[config.mk]
export PLATFORM = sky130hd
export DESIGN_NAME = riscv_scoreboard_nw
export DESIGN_NICKNAME = d
export VERILOG_FILES = /design/src/rtl/riscv_scoreboard_nw.sv
export SDC_FILE = /design/constraint.sdc
export NUM_CORES = 1
export LEC_CHECK = 0
export CAP_MARGIN = 20
export CORE_UTILIZATION = 35
export DETAILED_ROUTE_END_ITERATION = 16
export SETUP_SLACK_MARGIN = 0.4
export SYNTH_ARGS = -nofsm -noshare
export SYNTH_HDL_FRONTEND = slang
export SYNTH_SLANG_ARGS = --single-unit
[constraint.sdc]
create_clock -name clk -period 11.5 [get_ports clk]
set_input_delay 1.725 -clock clk [delete_from_list [all_inputs] [get_ports clk]]
set_output_delay 1.725 -clock clk [all_outputs]
set_load 0.005 [all_outputs]
[src/rtl/riscv_scoreboard_nw.sv]
// riscv_scoreboard_nw
// N-wide scoreboard for an in-order-issue, out-of-order-completion core.
// Tracks each renamed destination tag (ROB slot) from issue through the
// execute lanes into the ROB and clears it on commit or flush. Produces
// per-operand bypass selects and a per-tag source-ready vector.
//
// Ports:
//   clk          rising-edge clock
//   reset        asynchronous active-low reset, clears all state
//   issue_val    per-lane issue strobe
//   issue_dst_en per-lane "writes a destination"
//   issue_dst    per-lane destination tag (TAGW bits each)
//   issue_fu     per-lane unit class: 0 ALU, 1 MEM, 2/3 MULDIV
//   stall        bit l*DEPTH+p holds lane l stage p
//   commit_val   per-commit-port valid
//   commit_slot  per-commit-port tag (TAGW bits each)
//   flush        squash every in-flight tag
//   src          operand tags, operand index l*2+k
//   src_renamed  operand refers to a tag rather than the regfile
//   byp_sel      bypass select per operand (SELW bits each)
//                0 = regfile, 1+lane*DEPTH+stage = pipe, NLANES*DEPTH+1 = ROB
//   src_ready    tag t may be consumed next cycle
//   occupancy    registered count of pending tags
module riscv_scoreboard_nw #(
  parameter int unsigned NTAGS   = 32,
  parameter int unsigned NLANES  = 2,
  parameter int unsigned DEPTH   = 5,
  parameter int unsigned NCOMMIT = 2,
  parameter int unsigned LAT_MEM = 1,
  parameter int unsigned LAT_MUL = 3,
  localparam int unsigned TAGW   = $clog2(NTAGS),
  localparam int unsigned SELW   = $clog2(NLANES*DEPTH+2),
  localparam int unsigned OCCW   = $clog2(NTAGS+1)
) (
  input  logic                     clk,
  input  logic                     reset,
  input  logic [NLANES-1:0]        issue_val,
  input  logic [NLANES-1:0]        issue_dst_en,
  input  logic [NLANES*TAGW-1:0]   issue_dst,
  input  logic [NLANES*2-1:0]      issue_fu,
  input  logic [NLANES*DEPTH-1:0]  stall,
  input  logic [NCOMMIT-1:0]       commit_val,
  input  logic [NCOMMIT*TAGW-1:0]  commit_slot,
  input  logic                     flush,
  input  logic [NLANES*2*TAGW-1:0] src,
  input  logic [NLANES*2-1:0]      src_renamed,
  output logic [NLANES*2*SELW-1:0] byp_sel,
  output logic [NTAGS-1:0]         src_ready,
  output logic [OCCW-1:0]          occupancy
);

  localparam int unsigned LANEW = (NLANES > 1) ? $clog2(NLANES) : 1;
  localparam int unsigned IDXW  = (DEPTH > 1) ? $clog2(DEPTH) : 1;

  logic [NTAGS-1:0]             pending_q, pending_d;
  logic [NTAGS-1:0][DEPTH-1:0]  stage_q, stage_d;
  logic [NTAGS-1:0][LANEW-1:0]  lane_q, lane_d;
  logic [NTAGS-1:0][1:0]        fu_q, fu_d;
  logic [OCCW-1:0]              occ_q, occ_d;

  logic [NTAGS-1:0]             in_pipe;
  logic [NTAGS-1:0][IDXW-1:0]   stg_idx;

  // Next-state order: advance, then commit, then issue, then flush, so that
  // each later rule overrides the earlier ones for the tag it touches.
  always_comb begin : next_state
    logic [DEPTH-1:0] hold;
    logic [TAGW-1:0]  tag;
    pending_d = pending_q;
    stage_d   = stage_q;
    lane_d    = lane_q;
    fu_d      = fu_q;
    occ_d     = '0;
    hold      = '0;
    tag       = '0;

    // One-hot stage shifts up one bit unless its lane/stage stall is set;
    // the top bit shifts out, leaving all-zero (sitting in the ROB).
    for (int unsigned t = 0; t < NTAGS; t++) begin
      hold       = DEPTH'(stall >> (32'(lane_q[t]) * DEPTH));
      stage_d[t] = (stage_q[t] & hold) | ((stage_q[t] & ~hold) << 1);
    end

    for (int unsigned c = 0; c < NCOMMIT; c++) begin
      if (commit_val[c]) begin
        tag            = commit_slot[c*TAGW +: TAGW];
        pending_d[tag] = 1'b0;
        stage_d[tag]   = '0;
      end
    end

    // Walk lanes from highest to lowest so lane 0 is applied last and wins
    // when several lanes name the same tag.
    for (int unsigned i = NLANES; i > 0; i--) begin
      if (issue_val[i-1] && issue_dst_en[i-1]) begin
        tag            = issue_dst[(i-1)*TAGW +: TAGW];
        pending_d[tag] = 1'b1;
        lane_d[tag]    = LANEW'(i-1);
        stage_d[tag]   = DEPTH'(1);
        fu_d[tag]      = issue_fu[(i-1)*2 +: 2];
      end
    end

    if (flush) begin
      pending_d = '0;
      stage_d   = '0;
    end

    for (int unsigned t = 0; t < NTAGS; t++) begin
      occ_d = occ_d + OCCW'(pending_d[t]);
    end
  end

  always_comb begin : tag_status
    stg_idx   = '0;
    in_pipe   = '0;
    src_ready = '0;
    for (int unsigned t = 0; t < NTAGS; t++) begin
      for (int unsigned p = 0; p < DEPTH; p++) begin
        if (stage_q[t][p]) stg_idx[t] = IDXW'(p);
      end
      in_pipe[t] = |stage_q[t];
      if (!pending_q[t] || !in_pipe[t]) begin
        src_ready[t] = 1'b1;
      end else if (fu_q[t] == 2'd0) begin
        src_ready[t] = 1'b1;
      end else if (fu_q[t] == 2'd1) begin
        src_ready[t] = (32'(stg_idx[t]) >= LAT_MEM);
      end else begin
        src_ready[t] = (32'(stg_idx[t]) >= LAT_MUL);
      end
    end
  end

  always_comb begin : bypass
    logic [TAGW-1:0] s;
    s       = '0;
    byp_sel = '0;
    for (int unsigned o = 0; o < NLANES*2; o++) begin
      s = src[o*TAGW +: TAGW];
      if (src_renamed[o] && pending_q[s]) begin
        if (in_pipe[s]) begin
          byp_sel[o*SELW +: SELW] =
            SELW'(1 + 32'(lane_q[s]) * DEPTH + 32'(stg_idx[s]));
        end else begin
          byp_sel[o*SELW +: SELW] = SELW'(NLANES*DEPTH + 1);
        end
      end
    end
  end

  always_ff @(posedge clk or negedge reset) begin
    if (!reset) begin
      pending_q <= '0;
      stage_q   <= '0;
      lane_q    <= '0;
      fu_q      <= '0;
      occ_q     <= '0;
    end else begin
      pending_q <= pending_d;
      stage_q   <= stage_d;
      lane_q    <= lane_d;
      fu_q      <= fu_d;
      occ_q     <= occ_d;
    end
  end

  assign occupancy = occ_q;

endmodule

==> metrics.md <==
| Metric | Value |
|---|---|
| Run status | `complete, no violations` |
| HP Class | `reg -> reg` |
| Rows | `95` |
| Slew HR | `0.179` |
| Top Family by Delay on Critical Path | `adder cells` |
| Synth Area in Compound Gates | `0.152` |
| Bufs and invs on worst path | `7` |
| IO buf count | `120` |
| Min cycle time layout | `slightly below 8 ns` |
| Clk sink count | `around 290` |
| Final TNS setup | `0 ns` |
| Max-Cap Viols | `0` |
| Via/cell ratio | `about 6.6` |
| Worst setup EP type | `flip-flop` |
| GPL Wtd Cong | `approximately 1.0` |
| Seq cells post-synth | `just under 300` |
| Clock Root Buffer | `clkbuf_16` |
| Final cell count without fillers | `around 3,500` |
| Setup crit start kind | `input pin` |
| Final clock skew | `roughly 0.021 ns` |
| Core ar. | `a little under 0.07 sq mm` |
| Endpoints failing hold | `0` |
| Area grow syn2layout | `12.2%` |
| FMAX | `between 100 and 150 MHz` |
| Post-Synth Simple-Gate Area | `0.191` |
| Vias in the first global route | `21,500` |
| Arrival time worst endpoint | `8.35 ns` |
| R2R depth | `18` |
| Synth Instances | `around 2,600` |
| Post-Place Setup Slack | `3.10 ns` |
| Reg clk slew, reported paths | `0.06 ns` |
| CTS Buf Count | `36` |
| Initial core utilization | `0.356` |
| Crit-path slowest cell | `nor3_1` |
| Post-synth ARST share | `1.00` |
| Latest clock arrival within the worst-skew pair | `between 0.5 and 0.6 ns` |
| Placed insts | `3,410` |
| Crit-path max cell delay | `around 0.95 ns` |
| CTS H-Tree Depth | `2` |
| DR WL/cell | `~31 um` |
| Nets | `between 2,000 and 3,000` |
| Number of synthesized flops with an enable pin | `0` |
| Max Fanout on Critical Path | `7` |
| HPWL after detailed placement | `slightly below 80,000 um` |
| Commonest non-fill, non-tap cell in the layout | `nor2_1` |
| Cell Area, Placed | `between 0.02 and 0.03 sq mm` |
| Congestion Overflow GR | `0` |
| Fin util | `0.400` |
| Pwr dens | `around 120 mW/mm^2` |
| First-pass GRT wire length | `between 150,000 and 200,000 um` |
| Mapped cell area | `~0.024 sq mm` |
| DRC | `0` |
| Filler cell count | `between 6,000 and 7,000` |
| Largest family of logic cells by synthesized area | `multiplexers` |
| Post-synthesis cell type count | `between 70 and 80` |
| Register area share after synthesis | `0.306` |
| # diodes | `0` |
| PostCTS Resize Cnt | `0` |
| Syn Area/Cell | `9.40 sq um` |
| Drt total wl | `approximately 110,000 um` |
| Cells along the critical path | `clkdlybuf4s50_1, inv_1, nor3_1, nand2_1, a21oi_1, a21oi_1, fa_1, inv_1, fa_1, inv_1, fa_1, fa_1, fa_1, inv_1, fa_1, ha_1, inv_1, fa_1, inv_1, a21o_1, a21oi_1, xnor2_1` |
| Finished Cell Area | `between 0.02 and 0.03 sq mm` |
| Synthesis Warnings | `0` |
| TritonCTS clock tree | `done` |
| Post-CTS Setup Inserts | `0` |
| Die Y | `264 um` |
| Die width | `264 um` |
| Initial DRT Pass Iterations | `6` |
| IO Count | `between 100 and 150` |
| Worst Max-Slew Pin Slew | `~1.2 ns` |
| Pin count of the biggest net entering global routing | `about 170` |
| Top cell by count, worst path | `fa_1` |
| Number of DRC markers in iteration 0 | `roughly 3,400` |
| Initial antenna violation count | `3` |
| Mapped Nets | `approximately 2,700` |
| Period utilisation layout | `0.688` |
| Synth Flop Type | `dfrtp_1` |
| Bufs on Longest Clock Path | `3` |
| Worst setup margin | `about 3.6 ns` |
| Xor-xnor portion of the synthesized cell area | `0.00255` |
| Finish-stage setup viols | `0` |
| Req. time, crit path | `11.94 ns` |
| VDD IR max | `between 100 and 150 uV` |
| Pins over their slew limit | `0` |
| RSZ-0062 raised after global routing | `no` |
| Number of hold buffers added after cts | `0` |
| Total vias in the final route | `about 23,000` |
| Levels on crit path | `22` |
| DIE AREA | `0.0699 sq mm` |
| Hold Path Stages | `2` |
| Share of layout cells above drive strength 1 | `0.137` |
| Most frequent cells in the layout | `nor2_1 (374), dfrtp_1 (294), a21oi_1 (245)` |
| Total track usage | `0.304` |
| Post-synthesis mux area share | `0.273` |
| WS Path Type | `in -> reg` |
| Adder-Cell Fraction of Synth Area | `0.0298` |
| Cell leakage power | `approximately 11 nW` |
| Final ANT Viol Nets | `0` |
[stage by stage]
step	total power, mW	hold slack (ns)
after global placement	1.91	0.488
final	3.13	0.519
after global routing	3.21	0.568
after CTS	3.11	0.522
after detailed placement	1.93	0.511
after floorplan	1.67	0.481
[power breakdown]
group          total (mW)  switching, mW  leakage (nW)  internal, mW
combinational       0.672          0.377          6.81         0.295
clock                1.19          0.486         0.572         0.700
sequential           1.27          0.159          3.95          1.11
total                3.13           1.02          11.3          2.11
[final timing paths]
| path | startpoint | to | slack [ns] |
|---|---|---|---|
| worst max-delay path | issue_dst[0] | occupancy[4] | 3.59 |
| worst min-delay path | stage_q[60] | stage_q[61] | 0.52 |
| worst max register to register | pending_q[15] | occupancy[4] | 6.35 |
| worst min register to register | stage_q[60] | stage_q[61] | 0.52 |
| max in group asynchronous | reset | stage_q[152] | 8.62 |
| min in group asynchronous | reset | lane_q[0] | 1.25 |
[cell type report]
| type | instances | area [sq um] | share of cell area |
|---|---|---|---|
| sequential | 294 | 7360 | 0.272 |
| multi-input combinational | 1991 | 15600 | 0.578 |
| tap | 873 | 1090 | 0.0404 |
| clock inverter | 10 | 136 | 0.00505 |
| clock buffer | 50 | 1040 | 0.0387 |
| inverter | 98 | 368 | 0.0136 |
| timing repair buffer | 154 | 1410 | 0.0523 |
[kinds of logic after synthesis]
| logic type | after synthesis |
|---|---|
| AO/OA/AOI/OAI | 573 |
| XOR/XNOR | 7 |
| adder cells (fa/ha/maj) | 43 |
| buffers and inverters | 277 |
| flip-flops | 294 |
| multiplexers | 425 |
| AND/OR/NAND/NOR | 943 |
[flip-flops by register name, summed over array words and instances, names as in the netlist]
name / cells
stage_q: 160
fu_q: 64
lane_q: 32
pending_q: 32
occupancy: 6
[routing by layer]
layer  up-vias  track usage  wire [um]
li1       9467            -          -
met5         -       0.0173        211
met1     11400        0.418      42700
met4         8        0.127       4910
met3       296       0.0953      15000
met2      1772        0.439      45700
[worst reg2reg max path: stages, from the launching register on]
cell and delay (ns):
dfrtp_1 0.55, nand2_1 0.10, a21o_1 0.23, fa_1 0.50
inv_1 0.05, fa_1 0.50, inv_1 0.05, fa_1 0.51
fa_1 0.43, fa_1 0.50, inv_1 0.05, fa_1 0.49
ha_1 0.18, inv_1 0.07, fa_1 0.46, inv_1 0.07
a21o_1 0.10, a21oi_1 0.07, xnor2_1 0.13
[cells in the mapped netlist, types with 8 or more instances]
cell | n | area share
nor2_1 | 374 | 0.058
a21o_1 | 40 | 0.012
o21a_1 | 10 | 0.0031
o21bai_1 | 47 | 0.015
clkbuf_1 | 123 | 0.019
inv_1 | 89 | 0.014
o21ai_0 | 43 | 0.0089
a22oi_1 | 35 | 0.011
dfrtp_1 | 294 | 0.31
nand3b_1 | 42 | 0.013
buf_2 | 38 | 0.0079
o2111ai_1 | 30 | 0.011
mux4_2 | 181 | 0.17
fa_1 | 24 | 0.020
nand4_1 | 8 | 0.0021
or3b_2 | 12 | 0.0044
buf_1 | 12 | 0.0019
or3_1 | 31 | 0.0081
mux2_2 | 44 | 0.021
nor3_1 | 44 | 0.0091
ha_1 | 19 | 0.0099
a31oi_1 | 10 | 0.0026
o22ai_1 | 18 | 0.0047
nor4_1 | 13 | 0.0034
mux2i_1 | 200 | 0.083
o22a_1 | 17 | 0.0062
o211ai_1 | 10 | 0.0031
nor3b_1 | 25 | 0.0078
nor2b_1 | 119 | 0.031
nand2b_1 | 16 | 0.0042
nand3_1 | 50 | 0.010
a211oi_1 | 20 | 0.0062
nand2_1 | 168 | 0.026
a21oi_1 | 245 | 0.051
Note: power is estimated with default switching activity, not from simulation.
